$ cat config.mk
export PLATFORM = sky130hd
export DESIGN_NAME = hex_marquee_decoder_flat
export DESIGN_NICKNAME = d
export VERILOG_FILES = /design/src/rtl/hex_marquee_decoder_if.sv /design/src/rtl/hex_marquee_decoder.sv /design/src/flat_wrapper.sv
export SDC_FILE = /design/constraint.sdc
export NUM_CORES = 1
export LEC_CHECK = 0
export ABC_CLOCK_PERIOD_IN_PS = 4100
export BUFFER_PORTS_ARGS = -buffer_cell sky130_fd_sc_hd__buf_2
export CAP_MARGIN = 20
export CORE_ASPECT_RATIO = 0.8
export CORE_MARGIN = 8
export CORE_UTILIZATION = 45
export CTS_CLUSTER_DIAMETER = 120
export DETAILED_ROUTE_END_ITERATION = 7
export GPL_TIMING_DRIVEN = 1
export PLACE_DENSITY = 0.68
export SLEW_MARGIN = 20
export SYNTH_ARGS = -nofsm -noshare
export SYNTH_HDL_FRONTEND = slang
export SYNTH_SLANG_ARGS = --single-unit
$ cat constraint.sdc
create_clock -name CLOCK_50 -period 4.1 [get_ports CLOCK_50]
set_input_delay 0.615 -clock CLOCK_50 [delete_from_list [all_inputs] [get_ports CLOCK_50]]
set_output_delay 0.615 -clock CLOCK_50 [all_outputs]
set_load 0.03 [all_outputs]
$ cat src/rtl/hex_marquee_decoder_if.sv
// hex_marquee_decoder_if
// Bundles the eight seven-segment digit inputs and the decoded-frame outputs
// of hex_marquee_decoder.
//   HEX7..HEX0   [0:6] active-low segment codes, index 0 = segment a,
//                HEX7 is the leftmost digit
//   CHARS        24-bit decoded frame, CHARS[23:21] = HEX7 .. CHARS[2:0] = HEX0
//   FRAME_VALID  one-cycle pulse per accepted frame
//   STEP         one-cycle pulse when the accepted frame is a one-digit left scroll
//   STEP_COUNT   saturating count of STEP events
//   PERIOD       cycles between the last two STEP events
//   PERIOD_VALID high once two STEP events have been seen
//   ERR          sticky scroll-mismatch flag
//   BADSEG       sticky undecodable-pattern flag
// master: the side driving the segment codes; slave: the decoder.
interface hex_marquee_decoder_if;
    logic [0:6]  HEX7;
    logic [0:6]  HEX6;
    logic [0:6]  HEX5;
    logic [0:6]  HEX4;
    logic [0:6]  HEX3;
    logic [0:6]  HEX2;
    logic [0:6]  HEX1;
    logic [0:6]  HEX0;
    logic [23:0] CHARS;
    logic        FRAME_VALID;
    logic        STEP;
    logic [7:0]  STEP_COUNT;
    logic [31:0] PERIOD;
    logic        PERIOD_VALID;
    logic        ERR;
    logic        BADSEG;

    modport master (
        output HEX7, HEX6, HEX5, HEX4, HEX3, HEX2, HEX1, HEX0,
        input  CHARS, FRAME_VALID, STEP, STEP_COUNT, PERIOD, PERIOD_VALID, ERR, BADSEG
    );

    modport slave (
        input  HEX7, HEX6, HEX5, HEX4, HEX3, HEX2, HEX1, HEX0,
        output CHARS, FRAME_VALID, STEP, STEP_COUNT, PERIOD, PERIOD_VALID, ERR, BADSEG
    );
endinterface

$ cat src/rtl/hex_marquee_decoder.sv
// hex_marquee_decoder
// Watches an eight-digit seven-segment display showing a scrolling "HELLO"
// marquee. A frame is accepted once it has been stable for STABLE_CYCLES
// clocks; each accepted frame is decoded to 3-bit character codes and
// classified against the previously accepted frame as HOLD, STEP (one-digit
// left scroll) or MISMATCH. The interval between STEP events is measured.
// Ports:
//   CLOCK_50  sole clock, rising edge
//   RESET     synchronous, active-high
//   bus       hex_marquee_decoder_if.slave (segment inputs, decoded outputs)
module hex_marquee_decoder #(
    parameter int unsigned STABLE_CYCLES = 4
) (
    input  logic                  CLOCK_50,
    input  logic                  RESET,
    hex_marquee_decoder_if.slave  bus
);

    localparam logic [7:0] RUN_MAX = 8'(STABLE_CYCLES);
    localparam logic [7:0] RUN_ACC = 8'(STABLE_CYCLES - 1);

    typedef enum logic {
        EMPTY = 1'b0,
        TRACK = 1'b1
    } state_t;

    function automatic logic [2:0] decode_digit(input logic [6:0] seg);
        case (seg)
            7'b1111111: decode_digit = 3'd0;
            7'b1001000: decode_digit = 3'd1;
            7'b0110000: decode_digit = 3'd2;
            7'b1110001: decode_digit = 3'd3;
            7'b0000001: decode_digit = 3'd4;
            default:    decode_digit = 3'd7;
        endcase
    endfunction

    function automatic logic [23:0] decode_frame(input logic [55:0] segs);
        logic [23:0] codes;
        codes = '0;
        for (int k = 0; k < 8; k++) begin
            codes[3*k +: 3] = decode_digit(segs[7*k +: 7]);
        end
        return codes;
    endfunction

    function automatic logic any_invalid(input logic [23:0] codes);
        logic bad;
        bad = 1'b0;
        for (int k = 0; k < 8; k++) begin
            if (codes[3*k +: 3] == 3'd7) bad = 1'b1;
        end
        return bad;
    endfunction

    // Digit k moves to position k+1 and the leftmost digit wraps to position 0.
    function automatic logic [23:0] scroll_left(input logic [23:0] codes);
        return {codes[20:0], codes[23:21]};
    endfunction

    logic [55:0] hex_now;
    logic [55:0] smp_p0;
    logic [7:0]  run_p0;
    logic        same;
    logic        accept;
    logic [23:0] decoded;
    logic        decoded_bad;

    state_t      state;
    logic [31:0] cyc;
    logic        seen_step;
    logic [23:0] chars_p1;
    logic        frame_valid_p1;
    logic        step_p1;
    logic [7:0]  step_count_p1;
    logic [31:0] period_p1;
    logic        period_valid_p1;
    logic        err_p1;
    logic        badseg_p1;

    // Concatenation keeps segment a in the MSB of each 7-bit slice.
    assign hex_now = {bus.HEX7, bus.HEX6, bus.HEX5, bus.HEX4,
                      bus.HEX3, bus.HEX2, bus.HEX1, bus.HEX0};

    // Acceptance is the edge on which the run counter climbs to STABLE_CYCLES,
    // so it fires once per stable interval and the counter then parks.
    assign same        = (hex_now == smp_p0);
    assign accept      = same && (run_p0 == RUN_ACC);
    assign decoded     = decode_frame(smp_p0);
    assign decoded_bad = any_invalid(decoded);

    always_ff @(posedge CLOCK_50) begin
        if (RESET) begin
            smp_p0          <= '0;
            run_p0          <= '0;
            state           <= EMPTY;
            cyc             <= '0;
            seen_step       <= 1'b0;
            chars_p1        <= '0;
            frame_valid_p1  <= 1'b0;
            step_p1         <= 1'b0;
            step_count_p1   <= '0;
            period_p1       <= '0;
            period_valid_p1 <= 1'b0;
            err_p1          <= 1'b0;
            badseg_p1       <= 1'b0;
        end else begin
            // Stage 0: sample and stability qualification
            smp_p0 <= hex_now;
            if (!same) begin
                run_p0 <= '0;
            end else if (run_p0 != RUN_MAX) begin
                run_p0 <= run_p0 + 8'd1;
            end

            // Stage 1: acceptance, classification and step timing
            frame_valid_p1 <= 1'b0;
            step_p1        <= 1'b0;
            if (cyc != 32'hFFFF_FFFF) cyc <= cyc + 32'd1;

            if (accept) begin
                frame_valid_p1 <= 1'b1;
                chars_p1       <= decoded;
                if (decoded_bad) badseg_p1 <= 1'b1;
                case (state)
                    EMPTY: state <= TRACK;
                    TRACK: begin
                        if (decoded == chars_p1) begin
                            state <= TRACK;
                        end else if (decoded == scroll_left(chars_p1)) begin
                            step_p1   <= 1'b1;
                            if (step_count_p1 != 8'hFF) step_count_p1 <= step_count_p1 + 8'd1;
                            period_p1 <= cyc;
                            cyc       <= 32'd1;
                            if (seen_step) period_valid_p1 <= 1'b1;
                            seen_step <= 1'b1;
                        end else begin
                            err_p1 <= 1'b1;
                        end
                    end
                    default: state <= EMPTY;
                endcase
            end
        end
    end

    assign bus.CHARS        = chars_p1;
    assign bus.FRAME_VALID  = frame_valid_p1;
    assign bus.STEP         = step_p1;
    assign bus.STEP_COUNT   = step_count_p1;
    assign bus.PERIOD       = period_p1;
    assign bus.PERIOD_VALID = period_valid_p1;
    assign bus.ERR          = err_p1;
    assign bus.BADSEG       = badseg_p1;

endmodule
$ cat src/flat_wrapper.sv
// flat-port wrapper written by rule: the top's interface ports become plain ports
module hex_marquee_decoder_flat 
#(
    parameter int unsigned STABLE_CYCLES = 4
)
  (CLOCK_50, RESET, bus_HEX7, bus_HEX6, bus_HEX5, bus_HEX4, bus_HEX3, bus_HEX2, bus_HEX1, bus_HEX0, bus_CHARS, bus_FRAME_VALID, bus_STEP, bus_STEP_COUNT, bus_PERIOD, bus_PERIOD_VALID, bus_ERR, bus_BADSEG);
  hex_marquee_decoder_if bus_i ();
  input  logic CLOCK_50;
  input  logic RESET;
  input wire logic [$bits(bus_i.HEX7)-1:0] bus_HEX7;
  input wire logic [$bits(bus_i.HEX6)-1:0] bus_HEX6;
  input wire logic [$bits(bus_i.HEX5)-1:0] bus_HEX5;
  input wire logic [$bits(bus_i.HEX4)-1:0] bus_HEX4;
  input wire logic [$bits(bus_i.HEX3)-1:0] bus_HEX3;
  input wire logic [$bits(bus_i.HEX2)-1:0] bus_HEX2;
  input wire logic [$bits(bus_i.HEX1)-1:0] bus_HEX1;
  input wire logic [$bits(bus_i.HEX0)-1:0] bus_HEX0;
  output wire logic [$bits(bus_i.CHARS)-1:0] bus_CHARS;
  output wire logic [$bits(bus_i.FRAME_VALID)-1:0] bus_FRAME_VALID;
  output wire logic [$bits(bus_i.STEP)-1:0] bus_STEP;
  output wire logic [$bits(bus_i.STEP_COUNT)-1:0] bus_STEP_COUNT;
  output wire logic [$bits(bus_i.PERIOD)-1:0] bus_PERIOD;
  output wire logic [$bits(bus_i.PERIOD_VALID)-1:0] bus_PERIOD_VALID;
  output wire logic [$bits(bus_i.ERR)-1:0] bus_ERR;
  output wire logic [$bits(bus_i.BADSEG)-1:0] bus_BADSEG;
  assign bus_i.HEX7 = bus_HEX7;
  assign bus_i.HEX6 = bus_HEX6;
  assign bus_i.HEX5 = bus_HEX5;
  assign bus_i.HEX4 = bus_HEX4;
  assign bus_i.HEX3 = bus_HEX3;
  assign bus_i.HEX2 = bus_HEX2;
  assign bus_i.HEX1 = bus_HEX1;
  assign bus_i.HEX0 = bus_HEX0;
  assign bus_CHARS = bus_i.CHARS;
  assign bus_FRAME_VALID = bus_i.FRAME_VALID;
  assign bus_STEP = bus_i.STEP;
  assign bus_STEP_COUNT = bus_i.STEP_COUNT;
  assign bus_PERIOD = bus_i.PERIOD;
  assign bus_PERIOD_VALID = bus_i.PERIOD_VALID;
  assign bus_ERR = bus_i.ERR;
  assign bus_BADSEG = bus_i.BADSEG;
  hex_marquee_decoder #(.STABLE_CYCLES(STABLE_CYCLES)) u_core (.CLOCK_50(CLOCK_50), .RESET(RESET), .bus(bus_i));
endmodule
Word level (Yosys, flattened, before mapping):

Index checks and enable logic that the tools add are counted.

* $add $sub $neg: 3
* eq/ne operators: 55
* muxes and demuxes: 23
* bitwise operators: 5
* reduce and logical (&&, ||, !) cells: 8

Operators by type and width (count)
* $eq 7x7->1 const B: 24
* $mux 32: 5
* $pmux 3 s5: 8
* $eq 56x56->1: 1
* $eq 7x1->1 const B: 8
* $eq 7x6->1 const B: 8
* $eq 24x24->1: 2
* $add 32x1->32 const B: 1
* $ne 32x32->1 const B: 1
* $eq 3x3->1 const B: 8
* $add 8x1->8 const B: 2
* $mux 1: 10
* $reduce_and 5->1: 2
* $eq 8x2->1 const B: 1
* $ne 8x3->1 const B: 1
* $ne 8x8->1 const B: 1
* $reduce_and 4->1: 2
* $not 1->1: 5
* $reduce_or 4->1: 1
* $reduce_and 2->1: 1
* $reduce_or 2->1: 1
* $logic_and 1x1->1: 1

* register bits: 167
* input bits: 58
* output and inout bits: 69
* word-level logic and storage cells: 107

Depth between registers and ports, before layout:

Gate-level depths: netlist (run 1).

* depth in word-level cells: 12
* depth in mapped cells: 13
* gate-level depth less buffers: 9

Worst setup path before layout (run 1):

Ideal clock, no wire load.

* path type: reg2reg
* start: register u_core.smp_p0[42]
* end: register u_core.period_p1[10], in the netlist u_core.bus.PERIOD[10]
* library setup time: 128 ps
* arrival: 3114 ps
* data required time: 3972 ps
* slack: 859 ps
* stages on the path, launching flop included: 13
* cell sequence: dfxtp_1 buf_6 or4b_4 a2111oi_4 or3_2 o221a_1 o2111ai_1 or4_4 a2111oi_4 buf_6 buf_12 mux2i_1 nor2_1

* word-level cells in the longest chain between the ends: 5
* elaborated cells between the ends (all ways): 12
* classes of those cells: eq/ne (8); mux (1); bitwise (1); reduce/logical (2)

RTL lines
* start: declaration: line hex_marquee_decoder.sv:62 `logic [55:0] smp_p0;`
* start signal: assignment: line hex_marquee_decoder.sv:109 `smp_p0 <= hex_now;`
* $eq 7x1->1, or another cell as far along: line hex_marquee_decoder.sv:28 `case (seg)`
* $pmux 3 s5: line hex_marquee_decoder.sv:28
* $eq 24x24->1: line hex_marquee_decoder.sv:128 `if (decoded == chars_p1) begin`
* $not 1->1 (no line)
* $reduce_and 4->1 (no line) (*)
* end signal: assignment: line hex_marquee_decoder.sv:133 `period_p1 <= cyc;`
* end: declaration: line hex_marquee_decoder.sv:76 `logic [31:0] period_p1;`

Every way passes the cells marked *; elsewhere a longest branch is shown, timed or not.
A chain may end at the register's enable or synchronous reset.

Worst setup path in the final report (run 1):

* start: register u_core.smp_p0[24]
* end: register u_core.cyc[17]

* word-level cells in the longest chain between the ends: 7
* elaborated cells between the ends (all ways): 14
* classes of those cells: eq/ne (8); mux (5); reduce/logical (1)

RTL lines
* $eq 7x1->1, or another cell as far along: line hex_marquee_decoder.sv:28
* $pmux 3 s5: line hex_marquee_decoder.sv:28
* $eq 24x24->1: line hex_marquee_decoder.sv:130 `end else if (decoded == scroll_left(chars_p1)) begin`
* $mux 32: line hex_marquee_decoder.sv:130
* $mux 32: line hex_marquee_decoder.sv:128
* $mux 32: line hex_marquee_decoder.sv:125 `case (state)`
* $mux 32 (*): line hex_marquee_decoder.sv:121 `if (accept) begin`
* end signal: assignment: line hex_marquee_decoder.sv:119 `if (cyc != 32'hFFFF_FFFF) cyc <= cyc + 32'd1;`
* end: declaration: line hex_marquee_decoder.sv:70 `logic [31:0] cyc;`

Marks and branches as above.

==> run_results.csv, run 1 <==
group,metric,value,unit
synthesis,yosys_warnings,0,
drt,drtIter0Drc,609,
drt,drt-wirelength-per-cell,18.0,microns
floorplan,die_w,170,microns
critical_path,path_common_cell,"buf_12",
critical_path,crit_family,"simple AND/OR/NAND/NOR gates",
floorplan,initial_core_util,45.6,%
clock_network,ctsHoldBuffers,0,
synthesis,yosys.area.top_type,"dfxtp_1",
critical_path,cp_max_fo,39,
placement,dp_cells,1315,
clock_network,cts_buffers,17,
placement,portBuffers,126,
synthesis,yosysSeqAreaShare,39.0,%
drt,drt_wl_total,24.2,mm
final_layout,drive_above_1_share,16.4,%
hold_path,hold_start,"bus_HEX4[5]",
clock_network,clk_path_buf_depth,2,
sta,fmax,262,MHz
pwr,power.density,357,nW/um^2
grt,grt_max_degree,70,
final_layout,fillers,1863,
hold_path,min_path_cells,2,
clock_network,h-tree-depth,4,
critical_path,required,4.43,ns
floorplan,rows,45,
final_layout,area_delta_synth_final,16.8,%
placement,place_hpwl,18.5,mm
sta,hold_slack,0.410,ns
clock_network,root_buffer,"clkbuf_16",
drt,antenna_left,0,
critical_path,endpoint_kind,"flip-flop",
synthesis,synth_flop_cell,"dfxtp_1",
critical_path,r2r_slack,0.29,ns
clock_network,clk_pin_slew,0.08,ns
grt,grt_pass1_wl,38.1,mm
synthesis,synth.most_common_cell,"dfxtp_1",
clock_network,post_cts_buffers,0,
critical_path,worstSetupPathType,"flip-flop to flip-flop",
final_layout,antennaDiodeCount,0,
critical_path,cp.arrival,4.14,ns
flow_run,cap_violations,0,
clock_network,clkLatencyLatePin,0.44,ns
sta,max_slew_margin,32.4,%
clock_network,cts_resized,0,
clock_network,clock-sinks,167,
floorplan,fp.dieH,139,microns
critical_path,cp-start-kind,"flip-flop",
sta,fin_tns_setup,0,ns
synthesis,synth_top_area_share,39.0,%
synthesis,netlist-cell-type-count,73,
drt,drc_errors,0,
floorplan,coreArea,18800,sq um
critical_path,cpPeakStageDelay,0.56,ns
floorplan,die_area,23800,sq um
synthesis,synth_seq_cells,167,
grt,antenna_found_initial,0,
sta,period_minus_slack,3.81,ns
synthesis,synth_commonest_cells,"dfxtp_1 (167), nor2_1 (135), xnor2_1 (88), nor2b_1 (62)",
synthesis,syn_area,8580,sq um
sta,timing.final.crit_share,93.0,%
grt,track_usage,20.3,%
grt,grt-ovfl-total,0,
critical_path,rr_worst_depth,11,
hold_path,hold_end,"u_core.smp_p0[33]",
drt,viasPerCell,5.49,
sta,setup_viol,0,
hold_path,hp-class,"input port to flip-flop",
sta,skew,0.0161,ns
final_layout,fin_nets,1138,
critical_path,r2r_start,"u_core.smp_p0[24]",
floorplan,io_pins,127,
synthesis,netlist_top_cells_area,"dfxtp_1 (39%), xnor2_1 (9.0%), nor2_1 (5.9%)",
final_layout,stdcell_count,1347,
sta,hold_viol_final,0,
critical_path,crit_buf_inv,2,
outcome,status,"complete, no violations",
sta,worst_slew_pin_slew,1.01,ns
pwr,ir_drop,0.221,mV
sta,rsz0062_at_grt,"false",
synthesis,syn-mean-instance-area,8.89,sq um
critical_path,crit_chain,"nor4_1, nand3b_1, a31oi_1, xor2_1, o2111ai_1, or4_4, a2111oi_4, buf_12, or2_1, buf_12, nor2_1",
placement,routabilityCongestion,0.934,
sta,drv_slew,0,
synthesis,synth_edf_count,0,
clock_network,cts_tree,"done",
synthesis,syn_nets,1027,
drt,num_vias,7390,
critical_path,critPathSlowestCell,"nor4_1",
synthesis,async_flop_share,0,%
synthesis,synth_cells,965,
critical_path,timing.rr.end,"u_core.cyc[17]",
grt,grt_pass1_vias,6915,
pwr,power_leakage,3.96,nW
drt,drtPass1Iterations,5,
==> cell usage in the layout (no fill, tap or decap), drive strengths merged, types with 4 or more instances in the layout <==
master   instances
nand2b           4
nor3b            4
nor2           135
buf            130
mux2i           47
nor4b            8
xnor2           88
nand3           45
or4              7
o2111ai          8
or4b             5
clkinv           7
nor4            22
o21ai            8
nor3            15
or3              8
and3b            6
nand4           47
or2              9
and3            21
and4b            7
inv             20
ha               4
and2             8
dfxtp          167
nor2b           62
xor2            43
nand2           37
o31ai            5
clkbuf          17
a21oi           21
and4             7
nand4b           7
o211ai          13
a211oi           5
==> power by group <==
group          internal, W  switching, W  leakage (nW)  total (W)
combinational     0.000114      0.000143          2.31   0.000257
clock             0.000824      0.000788         0.289    0.00161
sequential         0.00165     0.0000536          1.36    0.00171
==> state kept, by name, summed over array words and instances (netlist names), 8 cells and up <==
signal,count
u_core.bus.PERIOD,32
u_core.bus.STEP_COUNT,8
u_core.bus.CHARS,24
u_core.cyc,32
u_core.smp_p0,56
u_core.run_p0,8
==> cells by family (layout without fill, tap and decap cells) <==
group                    after synthesis  count (layout)  synth area share (%)
flip-flops                           167             167                  39.0
buffers and inverters                 52             176                  2.87
AND/OR/NAND/NOR                      471             471                  30.4
adder cells (fa/ha/maj)                4               4                 0.584
AO/OA/AOI/OAI                         90              90                  7.88
multiplexers                          50              50                  5.88
XOR/XNOR                             131             131                  13.4
==> worst max-delay path by stage <==
| stage | slack [ns] | depth (start not counted) | start | end |
|---|---|---|---|---|
| final | 0.29 | 11 | u_core.smp_p0[24] | u_core.cyc[17] |
| after global routing | 0.12 | 11 | u_core.smp_p0[24] | u_core.cyc[3] |
| after CTS | 0.29 | 11 | u_core.smp_p0[0] | u_core.cyc[28] |
| after detailed placement | 0.31 | 11 | u_core.smp_p0[0] | u_core.cyc[28] |
| after global placement | 0.32 | 11 | u_core.smp_p0[0] | u_core.cyc[7] |
| after floorplan | 0.86 | 12 | u_core.smp_p0[42] | u_core.bus.PERIOD[10] |
==> metrics by stage <==
stage               cell area (sq um)  utilization [%]  setup WS [ns]  power (W)
detailed placement               9410             50.0          0.311    0.00199
CTS                             10000             53.2          0.285    0.00359
finish                          10000             53.3          0.287    0.00358
global route                    10000             53.3          0.115    0.00370
floorplan                        8580                -          0.859    0.00189
global placement                 9410             50.0          0.316    0.00199
==> cell type report <==
cell class | instances | area, sq um | area share [%]
repair buffers | 130 | 701 | 7.00
well taps | 258 | 323 | 3.22
clock buffers | 17 | 425 | 4.25
clock inverters | 15 | 178 | 1.77
multi-input cells | 746 | 4990 | 49.9
inverters | 14 | 52.6 | 0.525
flip-flops and latches | 167 | 3340 | 33.4
==> layer usage <==
layer	vias up	routed length (microns)	track usage, %
li1	3677	-	-
met1	3441	12000	29.7
met2	256	9770	28.0
met3	16	2270	6.30
met4	0	242	4.84
met5	-	0	0
Note: power is estimated with default switching activity, not from simulation.
==> inputs of run 2 (changes only) <==
--- a/config.mk
+++ b/config.mk
@@ -15,7 +15,7 @@
 export DETAILED_ROUTE_END_ITERATION = 7
 export GPL_TIMING_DRIVEN = 1
 export PLACE_DENSITY = 0.68
-export SLEW_MARGIN = 20
+export RECOVER_POWER = 50
 export SYNTH_ARGS = -nofsm -noshare
 export SYNTH_HDL_FRONTEND = slang
 export SYNTH_SLANG_ARGS = --single-unit
==> run_results.csv, run 2 (synthesized netlist as in run 1, its figures left out) <==
group,metric,value,unit
sta,skew,0.0155,ns
pwr,swShare,27.6,%
floorplan,die_w,170,microns
floorplan,coreArea,18800,sq um
grt,use_met2,28.0,%
clock_network,post_cts_buffers,0,
final_layout,antennaDiodeCount,0,
pwr,switching_power,0.000986,W
critical_path,endpoint_kind,"flip-flop",
pwr,power.density,361,nW/um^2
grt,use_met3,6.30,%
floorplan,die_area,23800,sq um
placement,placed_cell_area,9410,sq um
sta,timing.final.crit_share,92.6,%
grt,grt_max_degree,70,
sta,hold_viol_final,0,
clock_network,clock-sinks,167,
sta,rsz0062_at_grt,"false",
critical_path,timing.rr.end,"u_core.cyc[28]",
sta,worst_slew_pin_slew,2.86,ns
clock_network,cts_resized,0,
drt,drtIter0Drc,578,
pwr,combPwrFrac,7.2,%
final_layout,area_delta_synth_final,15.7,%
clock_network,h-tree-depth,4,
hold_path,hold_end,"u_core.smp_p0[41]",
critical_path,crit_buf_inv,2,
sta,period_minus_slack,3.80,ns
critical_path,worstSetupPathType,"flip-flop to flip-flop",
grt,grt.busiest_layer,"met1",
floorplan,fp.dieH,139,microns
hold_path,hp-class,"input port to flip-flop",
final_layout,largest_reg_flops,56,
critical_path,crit_family,"simple AND/OR/NAND/NOR gates",
final_layout,fin_nets,1138,
final_layout,final_common_cell,"dfxtp_1",
pwr,power_leakage,3.68,nW
sta,drv_slew,62,
final_layout,fillers,1886,
grt,grt_pass1_vias,6915,
pwr,total_power,0.00358,W
drt,drt_wl_total,24.3,mm
placement,portBuffers,126,
placement,place_hpwl,18.5,mm
grt,grt_pass1_wl,38.1,mm
sta,max_slew_margin,-91.0,%
grt,use_met1,29.7,%
grt,track_usage,20.3,%
final_layout,drive_above_1_share,10.7,%
sta,setup_viol,0,
pwr,pwr-share-clk,45.1,%
clock_network,clk_pin_slew,0.08,ns
clock_network,ctsHoldBuffers,0,
final_layout,stdcell_area,9920,sq um
pwr,power_frac_seq,47.7,%
outcome,status,"finished with violations",
drt,viasPerCell,5.48,
flow_run,cap_violations,1,
final_layout,mostFrequentLayoutCells,"dfxtp_1 (167), nor2_1 (135), xnor2_1 (88)",
grt,grt-ovfl-total,0,
sta,fin_tns_setup,0,ns
critical_path,critPathSlowestCell,"nor4_1",
critical_path,cp_max_fo,39,
critical_path,crit_path_start,"u_core.smp_p0[22]",
hold_path,min_path_cells,2,
clock_network,cts_buffers,17,
drt,drc_errors,0,
critical_path,cp-start-kind,"flip-flop",
pwr,intPower,0.00259,W
hold_path,hold_start,"bus_HEX5[6]",
clock_network,cts_tree,"done",
drt,drt-wirelength-per-cell,18.0,microns
pwr,ir_drop,0.222,mV
final_layout,regMostFlops,"u_core.smp_p0",
clock_network,root_buffer,"clkbuf_16",
critical_path,r2r_start,"u_core.smp_p0[22]",
floorplan,rows,45,
clock_network,clkLatencyLatePin,0.44,ns
critical_path,rr_worst_depth,11,
placement,routabilityCongestion,0.934,
critical_path,cp.arrival,4.12,ns
grt,antenna_found_initial,0,
clock_network,clk_path_buf_depth,2,
critical_path,r2r_slack,0.30,ns
critical_path,required,4.42,ns
drt,antenna_left,0,
critical_path,crit_chain,"nor4_1, nand3b_1, a31oi_1, xor2_1, o2111ai_1, or4_4, a2111oi_4, buf_12, or2_1, buf_12, nor2_1",
drt,drtPass1Iterations,5,
floorplan,initial_core_util,45.6,%
floorplan,io_pins,127,
critical_path,path_common_cell,"buf_12",
drt,num_vias,7378,
sta,fmax,263,MHz
outcome,violations,"capacitance limit, slew limit",
critical_path,cpPeakStageDelay,0.57,ns
## run 2: cell types whose count changed in the layout (fill, tap and decap cells not counted)
cell and change:
buf_2 -62, buf_12 -1, clkbuf_1 +63
## run 2: stage by stage
stage	setup WS, ns	instances	hold WS, ns	util [%]
after floorplan	0.859	965	0.440	-
after global routing	0.115	1347	0.406	52.8
after CTS	0.285	1347	0.400	53.2
after global placement	0.316	1315	0.448	50.0
after detailed placement	0.311	1315	0.464	50.0
final	0.302	1347	0.410	52.8
## run 2: worst max-delay path by stage
stage                                        to  cells after the start
after detailed placement         u_core.cyc[28]                     11
after floorplan           u_core.bus.PERIOD[10]                     12
final                            u_core.cyc[28]                     11
after global routing              u_core.cyc[3]                     11
after global placement            u_core.cyc[7]                     11
after CTS                        u_core.cyc[28]                     11
## run 2: power groups by stage
stage	Clock, W	Sequential (W)	Combinational (W)
finish	0.00161	0.00171	0.000256
global route	0.00171	0.00171	0.000278
global placement	0	0.00174	0.000253
detailed placement	0	0.00174	0.000252
CTS	0.00164	0.00171	0.000254
floorplan	0	0.00172	0.000169
## run 2: cell type report
cell class	instances	area (sq um)	area share [%]
clock buffer	17	425	4.29
timing repair buffer	130	607	6.12
clock inverter	15	178	1.79
sequential	167	3340	33.7
multi-input combinational	746	4990	50.3
inverter	14	52.6	0.530
tap	258	323	3.25
## run 2: worst register-to-register path, delay by kind of cell (launching register included)
kind | cells | cell delay [ns]
AND/OR/NAND/NOR | 5 | 1.54
buffers and inverters | 2 | 0.49
XOR/XNOR | 1 | 0.33
AO/OA/AOI/OAI | 3 | 0.98
flip-flops | 1 | 0.36
## run 2: routing by layer
metal / routed length [microns] / share of wire (%)
met3: 2160 / 8.9
met5: 0 / 0
met1: 12100 / 50
met2: 9780 / 40
met4: 258 / 1.1
==> inputs of run 3 (changes only) <==
--- a/config.mk
+++ b/config.mk
@@ -5,7 +5,6 @@
 export SDC_FILE = /design/constraint.sdc
 export NUM_CORES = 1
 export LEC_CHECK = 0
-export ABC_CLOCK_PERIOD_IN_PS = 4100
 export BUFFER_PORTS_ARGS = -buffer_cell sky130_fd_sc_hd__buf_2
 export CAP_MARGIN = 20
 export CORE_ASPECT_RATIO = 0.8
@@ -14,7 +13,7 @@
 export CTS_CLUSTER_DIAMETER = 120
 export DETAILED_ROUTE_END_ITERATION = 7
 export GPL_TIMING_DRIVEN = 1
-export PLACE_DENSITY = 0.68
+export PLACE_DENSITY = 0.71
 export RECOVER_POWER = 50
 export SYNTH_ARGS = -nofsm -noshare
 export SYNTH_HDL_FRONTEND = slang
==> constraint.sdc (replaced) <==
create_clock -name CLOCK_50 -period 3.45 [get_ports CLOCK_50]
set_input_delay 0.5175 -clock CLOCK_50 [delete_from_list [all_inputs] [get_ports CLOCK_50]]
set_output_delay 0.5175 -clock CLOCK_50 [all_outputs]
set_load 0.03 [all_outputs]
==> run_results.csv, run 3 (synthesized netlist as in run 1, its figures left out) <==
group,metric,value,unit
floorplan,io_pins,127,
sta,setup_viol,0,
critical_path,cpPeakStageDelay,0.46,ns
critical_path,crit_buf_inv,3,
critical_path,path_common_cell,"buf_12",
critical_path,r2r_slack,0.09,ns
grt,grt-ovfl-total,0,
final_layout,area_delta_synth_final,22.5,%
floorplan,fp.dieH,139,microns
floorplan,initial_core_util,45.6,%
critical_path,r2r_start,"u_core.smp_p0[27]",
floorplan,rows,45,
final_layout,final_util,55.9,%
flow_run,cap_violations,1,
pwr,power.density,406,nW/um^2
grt,grt_max_degree,53,
clock_network,ctsHoldBuffers,0,
drt,num_vias,7672,
critical_path,critPathSlowestCell,"or4_4",
critical_path,crit_family,"compound AO/OA/AOI/OAI gates",
drt,drt-wirelength-per-cell,17.4,microns
clock_network,clkLatencyLatePin,0.44,ns
critical_path,required,3.75,ns
pwr,power_leakage,4.03,nW
clock_network,h-tree-depth,4,
clock_network,cts_tree,"done",
final_layout,fin_nets,1191,
sta,period_minus_slack,3.36,ns
drt,drtPass1Iterations,5,
critical_path,cp_max_fo,10,
grt,track_usage,20.3,%
placement,dp_cells,1366,
critical_path,rr_worst_depth,12,
floorplan,coreArea,18800,sq um
outcome,status,"finished with violations",
pwr,ir_drop,0.297,mV
critical_path,endpoint_kind,"flip-flop",
hold_path,hp-class,"input port to flip-flop",
final_layout,regMostFlops,"u_core.smp_p0",
final_layout,stdcell_count,1400,
final_layout,drive_above_1_share,17.0,%
final_layout,antennaDiodeCount,0,
clock_network,root_buffer,"clkbuf_16",
clock_network,clk_pin_slew,0.07,ns
grt,grt_pass1_wl,38.3,mm
critical_path,path_depth,12,
sta,timing.final.crit_share,97.5,%
hold_path,min_path_cells,2,
placement,place_hpwl,18.8,mm
sta,fmax,297,MHz
drt,drt_wl_total,24.3,mm
clock_network,clock-sinks,167,
outcome,violations,"capacitance limit, slew limit",
placement,routabilityCongestion,0.959,
final_layout,fillers,1749,
sta,hold_viol_final,0,
final_layout,largest_reg_flops,56,
clock_network,cts_buffers,17,
grt,grt_pass1_vias,7066,
grt,antenna_found_initial,0,
sta,skew,0.0145,ns
sta,worst_slew_pin_slew,1.86,ns
final_layout,mostFrequentLayoutCells,"dfxtp_1 (163), nor2_1 (135), xnor2_1 (87)",
sta,hold_slack,0.317,ns
hold_path,hold_end,"u_core.smp_p0[3]",
floorplan,die_w,170,microns
critical_path,crit_path_start,"u_core.smp_p0[27]",
drt,viasPerCell,5.48,
sta,max_slew_margin,-23.9,%
clock_network,clk_path_buf_depth,2,
hold_path,hold_start,"bus_HEX0[3]",
critical_path,cp-start-kind,"flip-flop",
floorplan,die_area,23800,sq um
sta,drv_slew,45,
drt,drtIter0Drc,632,
placement,portBuffers,126,
drt,drc_errors,0,
drt,antenna_left,0,
critical_path,crit_chain,"buf_4, and4_1, a32oi_1, a31oi_2, xor2_1, o2111ai_1, or4_4, a2111oi_4, buf_12, buf_12, mux2i_1, nor2_1",
critical_path,worstSetupPathType,"flip-flop to flip-flop",
critical_path,timing.rr.end,"u_core.bus.PERIOD[9]",
final_layout,final_common_cell,"dfxtp_1",
critical_path,cp.arrival,3.66,ns
[run 3: routing by layer]
metal	wire (microns)	share of wire (%)	global-route usage, %	vias up
li1	-	-	-	3778
met1	11800	49	28.5	3616
met2	10100	42	29.2	257
met3	2040	8.4	6.64	21
met4	287	1.2	4.88	0
met5	0	0	0	-
[run 3: cell type report]
type	instances	area, sq um	share of cell area (%)
Inverter	14	52.6	0.500
Clock inverter	15	183	1.74
Multi-Input combinational cell	746	5120	48.7
Tap cell	258	323	3.07
Clock buffer	17	425	4.05
Timing Repair Buffer	183	1060	10.0
Sequential cell	167	3350	31.9
[run 3: per-stage QoR]
stage | total power, W | setup TNS [ns] | worst slack, ns | cell area, sq um
final | 0.00427 | 0 | 0.0878 | 10500
after global routing | 0.00443 | -0.00212 | -0.00212 | 10500
after CTS | 0.00429 | 0 | 0.00329 | 10400
after detailed placement | 0.00239 | -1.56 | -0.0574 | 9830
after global placement | 0.00239 | -3.02 | -0.0599 | 9830
after floorplan | 0.00225 | 0 | 0.209 | 8580
[run 3: repair_timing]
| action | CTS | global route |
|---|---|---|
| gates resized for setup | 1 | 26 |
| cloned | 0 | 0 |
| pin swaps | 0 | 2 |
| setup buffers | 0 | 1 |
| endpoints found under the setup margin | 64 | 73 |
[run 3: worst max-delay path by stage]
stage                                  endpoint  slack [ns]
after floorplan           u_core.bus.PERIOD[10]        0.21
after global placement            u_core.cyc[7]       -0.06
after detailed placement   u_core.bus.PERIOD[9]       -0.06
after CTS                  u_core.bus.PERIOD[9]       0.003
after global routing       u_core.bus.PERIOD[7]      -0.002
final                      u_core.bus.PERIOD[9]        0.09
[run 3: power breakdown]
part / internal, W / switching, W
Combinational: 0.000162 / 0.000181
Sequential: 0.00197 / 0.0000596
Clock: 0.000980 / 0.000922
